File: src/rtl/instr_encoder.sv
// instr_encoder: turns abstract operations for the 9-bit accumulator ISA into
// their 1- or 2-word machine encodings and streams them into instruction RAM
// at a self-incrementing address. Illegal requests are dropped with a one-cycle
// err pulse. A request that would not fit is refused whole and the encoder
// halts with overflow set. The DONE terminator sets done and halts.
//
// state  | meaning
// -------+---------------------------------------------------------------
// S_IDLE | ready for a request (unless Start is asserted this cycle)
// S_ARG  | opcode word written, argument word goes out on the next edge
// S_HALT | DONE written or overflow refused; waits for Start
module instr_encoder #(
    parameter int ADDR_W = 9,
    parameter int DEPTH  = 512
) (
    input  logic              i_clk,
    input  logic              i_rst_n,
    input  logic              i_start,
    input  logic              i_req_valid,
    output logic              o_req_ready,
    input  logic [1:0]        i_req_class,
    input  logic [3:0]        i_req_op,
    input  logic [1:0]        i_req_mode,
    input  logic              i_req_flag,
    input  logic [8:0]        i_req_operand,
    output logic              o_wr_en,
    output logic [ADDR_W-1:0] o_wr_addr,
    output logic [8:0]        o_wr_data,
    output logic              o_done,
    output logic              o_overflow,
    output logic              o_err
);

    // Two spare bits so that count + 2 can never wrap before the DEPTH compare.
    localparam int               CNT_W   = ADDR_W + 2;
    localparam logic [CNT_W-1:0] DEPTH_C = CNT_W'(DEPTH);

    localparam logic [1:0] CLS_MISC   = 2'd0;
    localparam logic [1:0] CLS_MATH   = 2'd1;
    localparam logic [1:0] CLS_BRANCH = 2'd2;

    localparam logic [1:0] MODE_MEM  = 2'b00;
    localparam logic [1:0] MODE_TGT  = 2'b01;
    localparam logic [1:0] MODE_IMM  = 2'b10;
    localparam logic [1:0] MODE_LFSR = 2'b11;

    typedef enum logic [1:0] {
        S_IDLE = 2'd0,
        S_ARG  = 2'd1,
        S_HALT = 2'd2
    } state_t;

    state_t             r_state;
    logic [CNT_W-1:0]   r_cnt;
    logic [8:0]         r_arg;
    logic               r_wr_en;
    logic [ADDR_W-1:0]  r_wr_addr;
    logic [8:0]         r_wr_data;
    logic               r_done;
    logic               r_overflow;
    logic               r_err;

    logic               w_legal;
    logic               w_two;
    logic               w_is_done;
    logic [8:0]         w_op_word;
    logic [8:0]         w_arg_word;
    logic               w_tgt_ok;
    logic               w_imm_ok;
    logic               w_math_no_tgt;
    logic [CNT_W-1:0]   w_words;
    logic               w_fits;

    // Ready is combinational so that Start blocks a request in the same cycle.
    assign o_req_ready = i_rst_n & (r_state == S_IDLE) & ~i_start;

    assign o_wr_en    = r_wr_en;
    assign o_wr_addr  = r_wr_addr;
    assign o_wr_data  = r_wr_data;
    assign o_done     = r_done;
    assign o_overflow = r_overflow;
    assign o_err      = r_err;

    // Request decode: legality, word count and both encoded words.
    always_comb begin
        w_legal       = 1'b0;
        w_two         = 1'b0;
        w_is_done     = 1'b0;
        w_op_word     = '0;
        w_arg_word    = '0;
        w_tgt_ok      = ~i_req_operand[8];
        w_imm_ok      = (i_req_operand[8:7] == 2'b00);
        w_math_no_tgt = (i_req_op == 4'b0100) || (i_req_op == 4'b1001);

        case (i_req_class)
            CLS_MISC: begin
                w_op_word = {5'b0_0000, i_req_op};
                case (i_req_op)
                    4'b0000, 4'b0001, 4'b0010, 4'b0011,
                    4'b0100, 4'b0101, 4'b1000, 4'b1110: begin
                        w_legal = 1'b1;
                    end
                    4'b1111: begin
                        w_legal   = 1'b1;
                        w_is_done = 1'b1;
                    end
                    4'b1100, 4'b1101: begin
                        w_legal    = w_tgt_ok;
                        w_two      = 1'b1;
                        w_arg_word = i_req_operand;
                    end
                    default: begin
                        w_legal = 1'b0;
                    end
                endcase
            end
            CLS_MATH: begin
                w_op_word = {1'b0, i_req_op, i_req_mode, i_req_flag, 1'b0};
                if ((i_req_op != 4'b0000) && (i_req_op <= 4'b1001)) begin
                    case (i_req_mode)
                        MODE_MEM: begin
                            w_legal = 1'b1;
                        end
                        MODE_TGT: begin
                            w_legal    = w_tgt_ok & ~w_math_no_tgt;
                            w_two      = 1'b1;
                            w_arg_word = i_req_operand;
                        end
                        MODE_IMM: begin
                            w_legal    = w_imm_ok;
                            w_two      = 1'b1;
                            w_arg_word = {2'b00, i_req_operand[6:0]};
                        end
                        MODE_LFSR: begin
                            w_legal = ~w_math_no_tgt;
                        end
                        default: begin
                            w_legal = 1'b0;
                        end
                    endcase
                end
            end
            CLS_BRANCH: begin
                w_op_word  = {1'b1, i_req_op, 4'b0000};
                w_arg_word = i_req_operand;
                w_two      = 1'b1;
                w_legal    = (i_req_op >= 4'b1000) && (i_req_op <= 4'b1110);
            end
            default: begin
                w_legal = 1'b0;
            end
        endcase
    end

    // Refuse the whole request if all of its words would not fit below DEPTH.
    assign w_words = w_two ? CNT_W'(2) : CNT_W'(1);
    assign w_fits  = (r_cnt + w_words) <= DEPTH_C;

    // Sequencer: accepts requests, emits registered write strobes, tracks flags.
    always_ff @(posedge i_clk or negedge i_rst_n) begin
        if (!i_rst_n) begin
            r_state    <= S_IDLE;
            r_cnt      <= '0;
            r_arg      <= '0;
            r_wr_en    <= 1'b0;
            r_wr_addr  <= '0;
            r_wr_data  <= '0;
            r_done     <= 1'b0;
            r_overflow <= 1'b0;
            r_err      <= 1'b0;
        end else begin
            r_wr_en <= 1'b0;
            r_err   <= 1'b0;
            if (i_start) begin
                r_state    <= S_IDLE;
                r_cnt      <= '0;
                r_done     <= 1'b0;
                r_overflow <= 1'b0;
            end else begin
                case (r_state)
                    S_IDLE: begin
                        if (i_req_valid) begin
                            if (!w_legal) begin
                                r_err <= 1'b1;
                            end else if (!w_fits) begin
                                r_overflow <= 1'b1;
                                r_state    <= S_HALT;
                            end else begin
                                r_wr_en   <= 1'b1;
                                r_wr_addr <= r_cnt[ADDR_W-1:0];
                                r_wr_data <= w_op_word;
                                r_cnt     <= r_cnt + CNT_W'(1);
                                if (w_is_done) begin
                                    r_done  <= 1'b1;
                                    r_state <= S_HALT;
                                end else if (w_two) begin
                                    r_arg   <= w_arg_word;
                                    r_state <= S_ARG;
                                end
                            end
                        end
                    end
                    S_ARG: begin
                        r_wr_en   <= 1'b1;
                        r_wr_addr <= r_cnt[ADDR_W-1:0];
                        r_wr_data <= r_arg;
                        r_cnt     <= r_cnt + CNT_W'(1);
                        r_state   <= S_IDLE;
                    end
                    S_HALT: begin
                        r_state <= S_HALT;
                    end
                    default: begin
                        r_state <= S_IDLE;
                    end
                endcase
            end
        end
    end

endmodule

File: config.mk
export PLATFORM = sky130hd
export DESIGN_NAME = instr_encoder
export DESIGN_NICKNAME = d
export VERILOG_FILES = /design/src/rtl/instr_encoder.sv
export SDC_FILE = /design/constraint.sdc
export NUM_CORES = 1
export LEC_CHECK = 0
export BUFFER_PORTS_ARGS = -buffer_cell sky130_fd_sc_hd__buf_4
export CAP_MARGIN = 20
export CORE_MARGIN = 1.5
export CORE_UTILIZATION = 44
export DETAILED_ROUTE_END_ITERATION = 8
export GPL_TIMING_DRIVEN = 0
export PLACE_DENSITY = 0.7
export SYNTH_ARGS = -nofsm -noshare
export SYNTH_HDL_FRONTEND = slang
export SYNTH_SLANG_ARGS = --single-unit
File: constraint.sdc
create_clock -name i_clk -period 7.65 [get_ports i_clk]
set_input_delay 0.3825 -clock i_clk [delete_from_list [all_inputs] [get_ports i_clk]]
set_output_delay 0.3825 -clock i_clk [all_outputs]
set_load 0.1 [all_outputs]
==> impl_metrics.toml <==
[timing]
hold_viol = 0
max_freq_ghz = 0.245
fin_crit_sh_pct = 53.3
setup_viol = 0
rsz0062_at_grt = "false"
setup_tns_ns = 0
final.setup_skew_ns = 0.00718
slew_viol_final = 0
fin_crit_ns = 4.08
slew_headroom_pct = 61.1
worst_slew_pin_slew_ns = 0.569

[power_and_ir_drop]
p_leak_nw = 1.41
power.density_nw_per_um2 = 221
peakVddDrop_uv = 179

[run]
drv_cap = 0

[logic_synthesis]
synth.most_common_cell = "dfrtp_1"
synth_top_area_share_pct = 41.9
synthArstFlopShare_pct = 100
synth_area_um2 = 2630
synth_seq_cells = 44
yosysSeqAreaShare_pct = 41.9
synthFlopType = "dfrtp_1"
synth_cell_types = 59
synth_area_leader_cell = "dfrtp_1"
synthCells = 272
synth_nets = 302
synth_edf_count = 0
synthTopCellsByCount = "dfrtp_1, nor2_1, nand2_1"
synth_area_leaders = "dfrtp_1, mux2_2, nor2_1"
yosysWarnings = 0
syn_area_per_cell_um2 = 9.66

[status]
status = "complete, no violations"

[clock_network]
cts_max_path_buffers = 2
postCtsSetupBuffers = 0
cts.hold.buffers_added = 0
clock_latency_ns = 0.30
clk_pin_slew_ns = 0.09
clkSinkCount = 44
cts_tree = "done"
h-tree-depth = 2
cts_buffers = 5
ctsResizeCount = 0
cts_root_buf = "clkbuf_8"

[final_layout]
diodes = 0
drive_gt1_share_pct = 28.9
post_layout_nonfiller_instances = 394
multi_input_area_um2 = 1410
syn_to_final_growth_pct = 19.2
layout.nets = 351
fillers = 528
regArea_um2 = 1100

[routing]
routed_via_density = 5.47
dr.pass1.iters = 4
vias = 2157
drt_iter0_drc = 76
ant_nets = 0
drc_errors = 0
wl_per_cell_um = 14.1
drt_wl_total_mm = 5.57

[setup_path]
crit_fanout = 10
cpPeakStageDelay_ns = 0.59
cp_num_buf_inv = 2
r2r_cells = 8
cp_slowest_cell = "a2111oi_0"
cpMostUsedCell = "a21oi_1"
crit_family = "compound AO/OA/AOI/OAI gates"
crit_arrival_ns = 4.26
cp_cell_sequence = "clkbuf_1 -> or4_1 -> and4_1 -> a21oi_1 -> inv_1 -> ha_1 -> a21oi_1 -> mux2i_1 -> o31ai_1 -> and3_1 -> o21ai_1 -> a2111oi_0 -> mux2_2"
end_kind = "flip-flop"
reg2reg_from = "r_cnt[1]"
cp-start-kind = "input pin"
regToRegEndpoint = "r_cnt[6]"
required_ns = 7.83
worstSetupPathType = "input pin to flip-flop"
reg2reg_slack_ns = 4.40

[placed_design]
gp_congestion = 0.845
place_inst = 386
port_buffers = 42
detailed_place_hpwl_mm = 4.31

[global_route]
grt_pass1_vias = 2040
overflow = 0
grt_pass1_wl_mm = 9.14
grtUsageTotal_pct = 18.2
grt_max_degree = 46
antenna_found_initial = 0

[floorplanning]
die_h_um = 80.3
coreArea_um2 = 5640
fp.dieW_um = 80.3
start_util_pct = 46.6
pin_count = 45
rows = 27
die_area_um2 = 6440

[hold_path]
min_path_type = "input pin to asynchronous set/reset pin"
-- area by class of cell --
class                   count  area share, %
plain buffers              13           2.36
clock buffers               6           2.64
clock inverters             2          0.480
inverters                  11           1.32
multi-input cells         204           45.1
flip-flops and latches     44           35.2
well taps                  72           2.88
repair buffers             42           10.1
-- worst max-delay path by stage --
stage           startpoint        end  slack (ns)  depth (start not counted)
2_1_floorplan  i_req_op[3]  r_cnt[10]        3.85                         13
3_5_place_dp   i_req_op[0]   r_cnt[6]        3.32                         13
3_3_place_gp   i_req_op[0]   r_cnt[6]        3.32                         13
5_1_grt        i_req_op[3]  r_cnt[10]        3.34                         13
4_1_cts        i_req_op[0]   r_cnt[6]        3.63                         13
6_report       i_req_op[3]   r_cnt[6]        3.57                         13
-- metal layers --
| layer | track usage [%] | part of all wire [%] | up-vias |
|---|---|---|---|
| li1 | - | - | 1077 |
| met1 | 22.3 | 45 | 1026 |
| met2 | 32.4 | 50 | 46 |
| met3 | 2.73 | 3.7 | 8 |
| met4 | 6.03 | 1.7 | 0 |
| met5 | 0 | 0 | - |
-- worst reg2reg max path, cell delays in order, from the launching register on --
cell and delay (ns):
dfrtp_1 0.47, ha_1 0.33, a21oi_1 0.39, mux2i_1 0.14, o31ai_1 0.45, and3_1 0.27, o21ai_1 0.10, a2111oi_0 0.59
mux2_2 0.40
-- power breakdown --
part | total, W | switching, W | internal [W]
combinational | 0.000263 | 0.000200 | 0.0000633
sequential | 0.000275 | 0.0000150 | 0.000260
clock | 0.000154 | 0.0000809 | 0.0000731
total | 0.000692 | 0.000296 | 0.000396
-- cells in the final DEF (no fill, tap or decap), drive strengths merged, types with 2 or more instances in the layout --
cell and count:
a2111oi 2, a211oi 3, a21o 3, a21oi 22
a22oi 7, a31o 2, and2 3, and4 4
buf 47, clkbuf 14, clkinvlp 2, dfrtp 44
ha 7, inv 11, mux2 17, mux2i 2
nand2 28, nand2b 4, nand3 6, nand4 4
nor2 30, nor2b 4, nor3 6, nor3b 2
nor4 2, o21ai 13, o31ai 4, o41ai 2
or4 2, xnor2 6
-- through the flow --
stage | hold WS [ns] | cell area [um2] | setup slack, ns | util (%) | total power, W
finish | 0.0637 | 3130 | 3.57 | 55.5 | 0.000692
floorplan | 0.0869 | 2630 | 3.85 | - | 0.000482
global route | 0.128 | 3130 | 3.34 | 55.5 | 0.000723
CTS | 0.0905 | 3130 | 3.63 | 55.5 | 0.000700
global placement | 0.416 | 3030 | 3.32 | 53.7 | 0.000541
detailed placement | 0.417 | 3030 | 3.32 | 53.7 | 0.000545
-- sequential cells by signal, indices dropped and copies added (netlist names) --
signal,flops
o_err,1
r_arg,9
o_overflow,1
o_wr_data,9
r_state,2
o_wr_addr,9
o_done,1
o_wr_en,1
r_cnt,11
-- cell families (layout without fill, tap and decap cells) --
kind of cell | Yosys count | in the layout | synth area share, %
AND/OR/NAND/NOR | 102 | 102 | 20.5
multiplexers | 19 | 19 | 8.05
adder cells (fa/ha/maj) | 8 | 8 | 4.10
buffers and inverters | 24 | 74 | 4.38
flip-flops | 44 | 44 | 41.9
AO/OA/AOI/OAI | 68 | 68 | 18.7
XOR/XNOR | 7 | 7 | 2.33
(Power assumes the default switching activity.)
